## src/rtl/interleaver_commutator_pkg.sv

```systemverilog
// -----------------------------------------------------------------------------
// interleaver_commutator_pkg
// Shared geometry for the byte-wide convolutional interleaver.
//   NUM_BRANCHES_DEF : commutator positions (branch 0 is a zero-delay bypass)
//   DEPTH_M_DEF      : delay increment per branch, in bytes
//   DATA_W_DEF       : byte width
//   prime_count()    : bytes needed before every branch holds only real data
// -----------------------------------------------------------------------------
package interleaver_commutator_pkg;

    localparam int NUM_BRANCHES_DEF = 12;
    localparam int DEPTH_M_DEF      = 17;
    localparam int DATA_W_DEF       = 8;

    // The longest branch (NB-1)*M is filled once NB*(NB-1)*M bytes have been
    // accepted, because each branch is visited once every NB bytes.
    function automatic int prime_count(input int num_branches, input int depth_m);
        return num_branches * (num_branches - 1) * depth_m;
    endfunction

endpackage

```

## src/rtl/interleaver_commutator_branch_out_mux.sv

```systemverilog
// -----------------------------------------------------------------------------
// branch_out_mux
// Registered NUM_BRANCHES:1 byte mux. Select 0 takes the bypass byte; any
// other select takes that branch's data_out slice.
// Ports:
//   clk, reset   : clock, asynchronous active-high reset
//   vld          : stage-1 byte qualifier
//   sel          : stage-1 commutator position
//   sop          : stage-1 start-of-packet flag
//   bypass       : stage-1 byte (branch 0 path)
//   branch_dout  : all branch outputs, branch k at [k*DATA_W +: DATA_W]
//   out_valid, out_data, out_sop : registered interleaved stream
// -----------------------------------------------------------------------------
module branch_out_mux #(
    parameter int NUM_BRANCHES = 12,
    parameter int DATA_W       = 8,
    parameter int SEL_W        = 4
) (
    input  logic                           clk,
    input  logic                           reset,
    input  logic                           vld,
    input  logic [SEL_W-1:0]               sel,
    input  logic                           sop,
    input  logic [DATA_W-1:0]              bypass,
    input  logic [NUM_BRANCHES*DATA_W-1:0] branch_dout,
    output logic                           out_valid,
    output logic [DATA_W-1:0]              out_data,
    output logic                           out_sop
);

    logic [DATA_W-1:0] picked;
    logic              unused_slice0;

    // Branch 0 has no delay line, so its slice carries nothing meaningful.
    assign unused_slice0 = ^branch_dout[DATA_W-1:0];

    always_comb begin
        picked = bypass;
        for (int k = 1; k < NUM_BRANCHES; k++) begin
            if (sel == SEL_W'(k)) begin
                picked = branch_dout[k*DATA_W +: DATA_W];
            end
        end
    end

    // Sampled on the same edge the selected branch shifts, so the value taken
    // is the branch tail before the new byte pushes it out.
    always_ff @(posedge clk or posedge reset) begin
        if (reset) begin
            out_valid <= 1'b0;
            out_data  <= '0;
            out_sop   <= 1'b0;
        end else begin
            out_valid <= vld;
            out_sop   <= vld & sop;
            if (vld) begin
                out_data <= picked;
            end
        end
    end

endmodule

```

## src/rtl/interleaver_commutator.sv

```systemverilog
// -----------------------------------------------------------------------------
// interleaver_commutator
// Commutator sequencer for the convolutional interleaver. Each accepted byte
// is broadcast to the branch delay lines with exactly one branch shift enable,
// and the selected branch tail is muxed back as the interleaved stream.
// Ports:
//   clk, reset   : clock, asynchronous active-high reset
//   in_valid/in_data/in_sop : input byte stream
//   buf_en       : one-hot branch shift enable (bit 0 always 0)
//   buf_data     : byte broadcast to every branch data_in
//   branch_dout  : branch tails, branch k at [k*DATA_W +: DATA_W]
//   out_valid/out_data/out_sop : interleaved stream, two cycles after input
//   branch_sel   : current commutator position
//   primed       : every branch holds only real data
//   sync_err     : in_sop arrived off position 0 (commutator realigned)
// -----------------------------------------------------------------------------
module interleaver_commutator
    import interleaver_commutator_pkg::*;
#(
    parameter int NUM_BRANCHES = NUM_BRANCHES_DEF,
    parameter int DEPTH_M      = DEPTH_M_DEF,
    parameter int DATA_W       = DATA_W_DEF,
    localparam int SEL_W       = $clog2(NUM_BRANCHES)
) (
    input  logic                           clk,
    input  logic                           reset,
    input  logic                           in_valid,
    input  logic [DATA_W-1:0]              in_data,
    input  logic                           in_sop,
    output logic [NUM_BRANCHES-1:0]        buf_en,
    output logic [DATA_W-1:0]              buf_data,
    input  logic [NUM_BRANCHES*DATA_W-1:0] branch_dout,
    output logic                           out_valid,
    output logic [DATA_W-1:0]              out_data,
    output logic                           out_sop,
    output logic [SEL_W-1:0]               branch_sel,
    output logic                           primed,
    output logic                           sync_err
);

    localparam int PRIME = prime_count(NUM_BRANCHES, DEPTH_M);
    localparam int CNT_W = $clog2(PRIME + 1);

    logic             realign;
    logic [SEL_W-1:0] sel_now;
    logic [SEL_W-1:0] sel_p1;
    logic             vld_p1;
    logic             sop_p1;
    logic [CNT_W-1:0] prime_cnt;

    // A sync byte off position 0 is forced onto the bypass branch so the
    // packet start always lands at position 0.
    always_comb begin
        realign = in_valid && in_sop && (branch_sel != '0);
        sel_now = realign ? '0 : branch_sel;
    end

    // ---- stage 1: accept byte, advance commutator ----
    always_ff @(posedge clk or posedge reset) begin
        if (reset) begin
            vld_p1     <= 1'b0;
            sop_p1     <= 1'b0;
            sel_p1     <= '0;
            buf_data   <= '0;
            branch_sel <= '0;
            sync_err   <= 1'b0;
            prime_cnt  <= '0;
            primed     <= 1'b0;
        end else begin
            vld_p1   <= in_valid;
            sync_err <= realign;
            if (in_valid) begin
                buf_data   <= in_data;
                sop_p1     <= in_sop;
                sel_p1     <= sel_now;
                branch_sel <= (sel_now == SEL_W'(NUM_BRANCHES - 1)) ? '0
                                                                    : sel_now + SEL_W'(1);
                if (prime_cnt != CNT_W'(PRIME)) begin
                    prime_cnt <= prime_cnt + CNT_W'(1);
                end
                if (prime_cnt == CNT_W'(PRIME - 1)) begin
                    primed <= 1'b1;
                end
            end
        end
    end

    // ---- stage 2: shift enable to the selected branch, registered read-back ----
    always_comb begin
        buf_en = '0;
        for (int k = 1; k < NUM_BRANCHES; k++) begin
            if (vld_p1 && (sel_p1 == SEL_W'(k))) begin
                buf_en[k] = 1'b1;
            end
        end
    end

    branch_out_mux #(
        .NUM_BRANCHES (NUM_BRANCHES),
        .DATA_W       (DATA_W),
        .SEL_W        (SEL_W)
    ) u_branch_out_mux (
        .clk         (clk),
        .reset       (reset),
        .vld         (vld_p1),
        .sel         (sel_p1),
        .sop         (sop_p1),
        .bypass      (buf_data),
        .branch_dout (branch_dout),
        .out_valid   (out_valid),
        .out_data    (out_data),
        .out_sop     (out_sop)
    );

endmodule
```

## config.mk

```make
export PLATFORM = sky130hd
export DESIGN_NAME = interleaver_commutator
export DESIGN_NICKNAME = d
export VERILOG_FILES = /design/src/rtl/interleaver_commutator_pkg.sv /design/src/rtl/interleaver_commutator_branch_out_mux.sv /design/src/rtl/interleaver_commutator.sv
export SDC_FILE = /design/constraint.sdc
export NUM_CORES = 1
export LEC_CHECK = 0
export CAP_MARGIN = 20
export CELL_PAD_IN_SITES_DETAIL_PLACEMENT = 1
export CELL_PAD_IN_SITES_GLOBAL_PLACEMENT = 1
export CORE_MARGIN = 2
export CORE_UTILIZATION = 30
export CTS_CLUSTER_SIZE = 28
export DETAILED_ROUTE_END_ITERATION = 10
export PLACE_DENSITY = 0.79
export RECOVER_POWER = 100
export SLEW_MARGIN = 20
export SYNTH_ARGS = -nofsm -noshare
export SYNTH_HDL_FRONTEND = slang
export SYNTH_SLANG_ARGS = --single-unit
```

## constraint.sdc

```tcl
create_clock -name clk -period 1.8 [get_ports clk]
set_clock_uncertainty 0.1 [all_clocks]
set_input_delay 0.18 -clock clk [delete_from_list [all_inputs] [get_ports clk]]
set_output_delay 0.18 -clock clk [all_outputs]
set_load 0.005 [all_outputs]
```

==> impl_metrics.env <==
export IMPL_status="complete, but fails checks"
export IMPL_violations="negative setup slack"
export IMPL_grt_usage=0.229
export IMPL_synthArstFlopShare=1.00
export IMPL_start_util=0.306
export IMPL_wirelength_um=13600
export IMPL_fin_crit_ns=1.99
export IMPL_via_per_inst=5.37
export IMPL_path_buf_inv=3
export IMPL_cts_buffer_depth=2
export IMPL_vias=3612
export IMPL_ys_top_cells_by_area="dfrtp_1 34%, mux2_2 6.5%, mux2i_1 4.5%"
export IMPL_yosysMostFrequentCell="dfrtp_1"
export IMPL_yosysWarnings=0
export IMPL_cts_tree="built"
export IMPL_tightestPinTransition_ns=0.812
export IMPL_fin_crit_sh=1.11
export IMPL_insertion_delay_ns=0.30
export IMPL_synth_top_area_share=0.335
export IMPL_arrival_ns=1.71
export IMPL_syn_avg_cell_area_um2=9.03
export IMPL_dp_hpwl_um=9820
export IMPL_synth_distinct_cells=65
export IMPL_die_area_mm2=0.0113
export IMPL_die_w_um=106
export IMPL_hold_violations=0
export IMPL_final_nets=648
export IMPL_powerDensity_mw_per_mm2=976
export IMPL_min_delay_path_class="in -> async"
export IMPL_grt_max_degree=34
export IMPL_synthFlopType="dfrtp_1"
export IMPL_wl_per_cell_um=20.2
export IMPL_drtPass1Iterations=4
export IMPL_root_buffer="clkbuf_8"
export IMPL_grt_setup_unrepaired="true"
export IMPL_grt_pass1_wl_um=20500
export IMPL_synth_area_mm2=0.00313
export IMPL_dr_first_iter_drc_count=155
export IMPL_cp_top_family="buffers and inverters"
export IMPL_critPathMaxFanout=8
export IMPL_critical_path_class="reg -> out"
export IMPL_io_pins=144
export IMPL_place_congestion=0.833
export IMPL_clkSlewWorstSetupHoldPaths_ns=0.09
export IMPL_grt_ovfl_total=0
export IMPL_cp_slowest_cell="clkdlybuf4s50_1"
export IMPL_cts_sinks=42
export IMPL_area_delta_synth_final_pct=74.0
export IMPL_synth_edf_count=0
export IMPL_drv_slew=0
export IMPL_die_height_um=106
export IMPL_drv_cap=0
export IMPL_drive_gt1_frac=0.302
export IMPL_syn_num_nets=458
export IMPL_first_global_vias=3867
export IMPL_coreArea_mm2=0.0102
export IMPL_place_inst=642
export IMPL_drcViolationCount=0
export IMPL_crit_required_ns=1.52
export IMPL_power_mw=5.32
export IMPL_yosysTopAreaCell="dfrtp_1"
export IMPL_ir_drop_uv=597
export IMPL_stdcell_count=673
export IMPL_max_slew_margin=0.459
export IMPL_synth_common_cells="42 x dfrtp_1, 36 x nor2_1, 27 x nand2_1, 18 x mux2_2, 16 x o21ai_0"
export IMPL_fmax_ghz=0.501
export IMPL_antenna_cells=0
export IMPL_synth_seq_cells=42
export IMPL_yosysSeqAreaShare=0.335
export IMPL_htreeDepth=2
export IMPL_leakage_nw=2.26
export IMPL_crit_path_max_incr_delay_ns=0.50
export IMPL_start_kind="flip-flop"
export IMPL_design_area_mm2=0.00545
export IMPL_cts_made_buffers=5
export IMPL_antenna_found_initial=0
export IMPL_syn_instance_count=347
export IMPL_placed_area_mm2=0.00489
export IMPL_ant_nets=0
export IMPL_rows=37
export IMPL_fin_ws_ns=-0.195
export IMPL_finalSetupViolCount=16
export IMPL_end_kind="primary output"
export IMPL_path_cells="buf_12 -> buf_6 -> nand3_1 -> nor2_1 -> clkdlybuf4s50_1"
export IMPL_io_buffers=134
==> sequential cells by signal, indices dropped and copies added, names as in the netlist <==
| register | count |
|---|---|
| prime_cnt | 12 |
| buf_data | 8 |
| u_branch_out_mux.out_data | 8 |
| branch_sel | 4 |
| sel_p1 | 4 |
| primed | 1 |
| sop_p1 | 1 |
| sync_err | 1 |
| u_branch_out_mux.out_sop | 1 |
| u_branch_out_mux.out_valid | 1 |
| vld_p1 | 1 |
==> power breakdown <==
| part | total (mW) | switching [mW] | internal, mW |
|---|---|---|---|
| registers | 1.48 | 0.290 | 1.19 |
| clock network | 0.589 | 0.328 | 0.261 |
| logic | 3.25 | 1.46 | 1.79 |
| total | 5.32 | 2.08 | 3.24 |
==> cells in the final DEF (no fill, tap or decap), types with 4 or more instances in the layout <==
master and count:
clkdlybuf4s50_1 125, buf_4 52, dfrtp_1 38, nor2_1 32, nand2_1 25, buf_6 17
mux2_2 16, mux2i_1 13, o22ai_1 13, o21ai_0 12, a21oi_1 10, a31oi_1 10
nor2b_1 7, nand3_1 7, xnor2_1 7, nand4_1 6, inv_1 6, nor3_1 5
and2_1 5, clkbuf_8 5, buf_2 4, buf_12 4, dfrtp_2 4
==> timing repair <==
item / 4_1_cts / 5_1_grt
buffers inserted: 17 / 8
hold buffers: 0 / 0
endpoints found under the setup margin: 18 / 25
cloned: 1 / 0
pin swaps: 22 / 40
gates resized for setup: 58 / 55
==> cell families (layout without fill, tap and decap cells) <==
group / count (synthesis) / in the layout / share of synthesized area
simple gates: 116 / 116 / 0.188
compound gates: 102 / 102 / 0.232
flops: 42 / 42 / 0.335
buf+inv: 39 / 229 / 0.0815
mux: 34 / 34 / 0.121
xor+xnor: 10 / 10 / 0.0280
fa+ha+maj: 3 / 3 / 0.0120
other cells: 1 / 1 / 0.00120
==> worst reg2reg max path: cells and delay by family, from the launching register on <==
kind,cells,cell delay (ns)
AOI/OAI and AO/OA,4,0.65
buffers and inverters,4,0.49
DFF,1,0.43
and+or+nand+nor,1,0.23
==> metrics by stage <==
| step | setup TNS [ns] | util | hold WS [ns] | setup WS [ns] |
|---|---|---|---|---|
| global placement | -0.0797 | 0.478 | 0.361 | -0.0474 |
| detailed placement | -0.444 | 0.478 | 0.360 | -0.0857 |
| floorplan | 0 | - | 0.111 | 0.123 |
| finish | -1.90 | 0.533 | 0.150 | -0.195 |
| global route | -2.98 | 0.533 | 0.174 | -0.260 |
| CTS | -1.72 | 0.511 | 0.0385 | -0.208 |
==> routing by layer <==
metal / share of wire / vias to the layer above / global-route usage
met5: 0 / - / 0
met4: 0.023 / 0 / 0.0517
met3: 0.061 / 25 / 0.0509
met2: 0.51 / 120 / 0.413
met1: 0.40 / 1798 / 0.278
li1: - / 1669 / -
==> worst paths after layout <==
kind	start	end	slack, ns	cells after the start
worst max-delay path	sel_p1[0]	buf_en[11]	-0.19	5
worst min-delay path	reset	u_branch_out_mux.out_data[3]	0.15	2
worst max register to register	sel_p1[0]	u_branch_out_mux.out_data[0]	-0.17	9
worst min register to register	primed	primed	0.39	1
max in group asynchronous	reset	sel_p1[2]	0.32	3
min in group clk	branch_dout[92]	u_branch_out_mux.out_data[4]	0.35	3
==> area by class of cell <==
class	instances	area, µm²
inverter	11	50.0
clock buffer	5	68.8
sequential	42	1060
timing repair buffer	211	2020
clock inverter	2	10.0
tap	136	170
multi-input combinational	266	2070
fill	1143	4780
(Power assumes the default switching activity.)
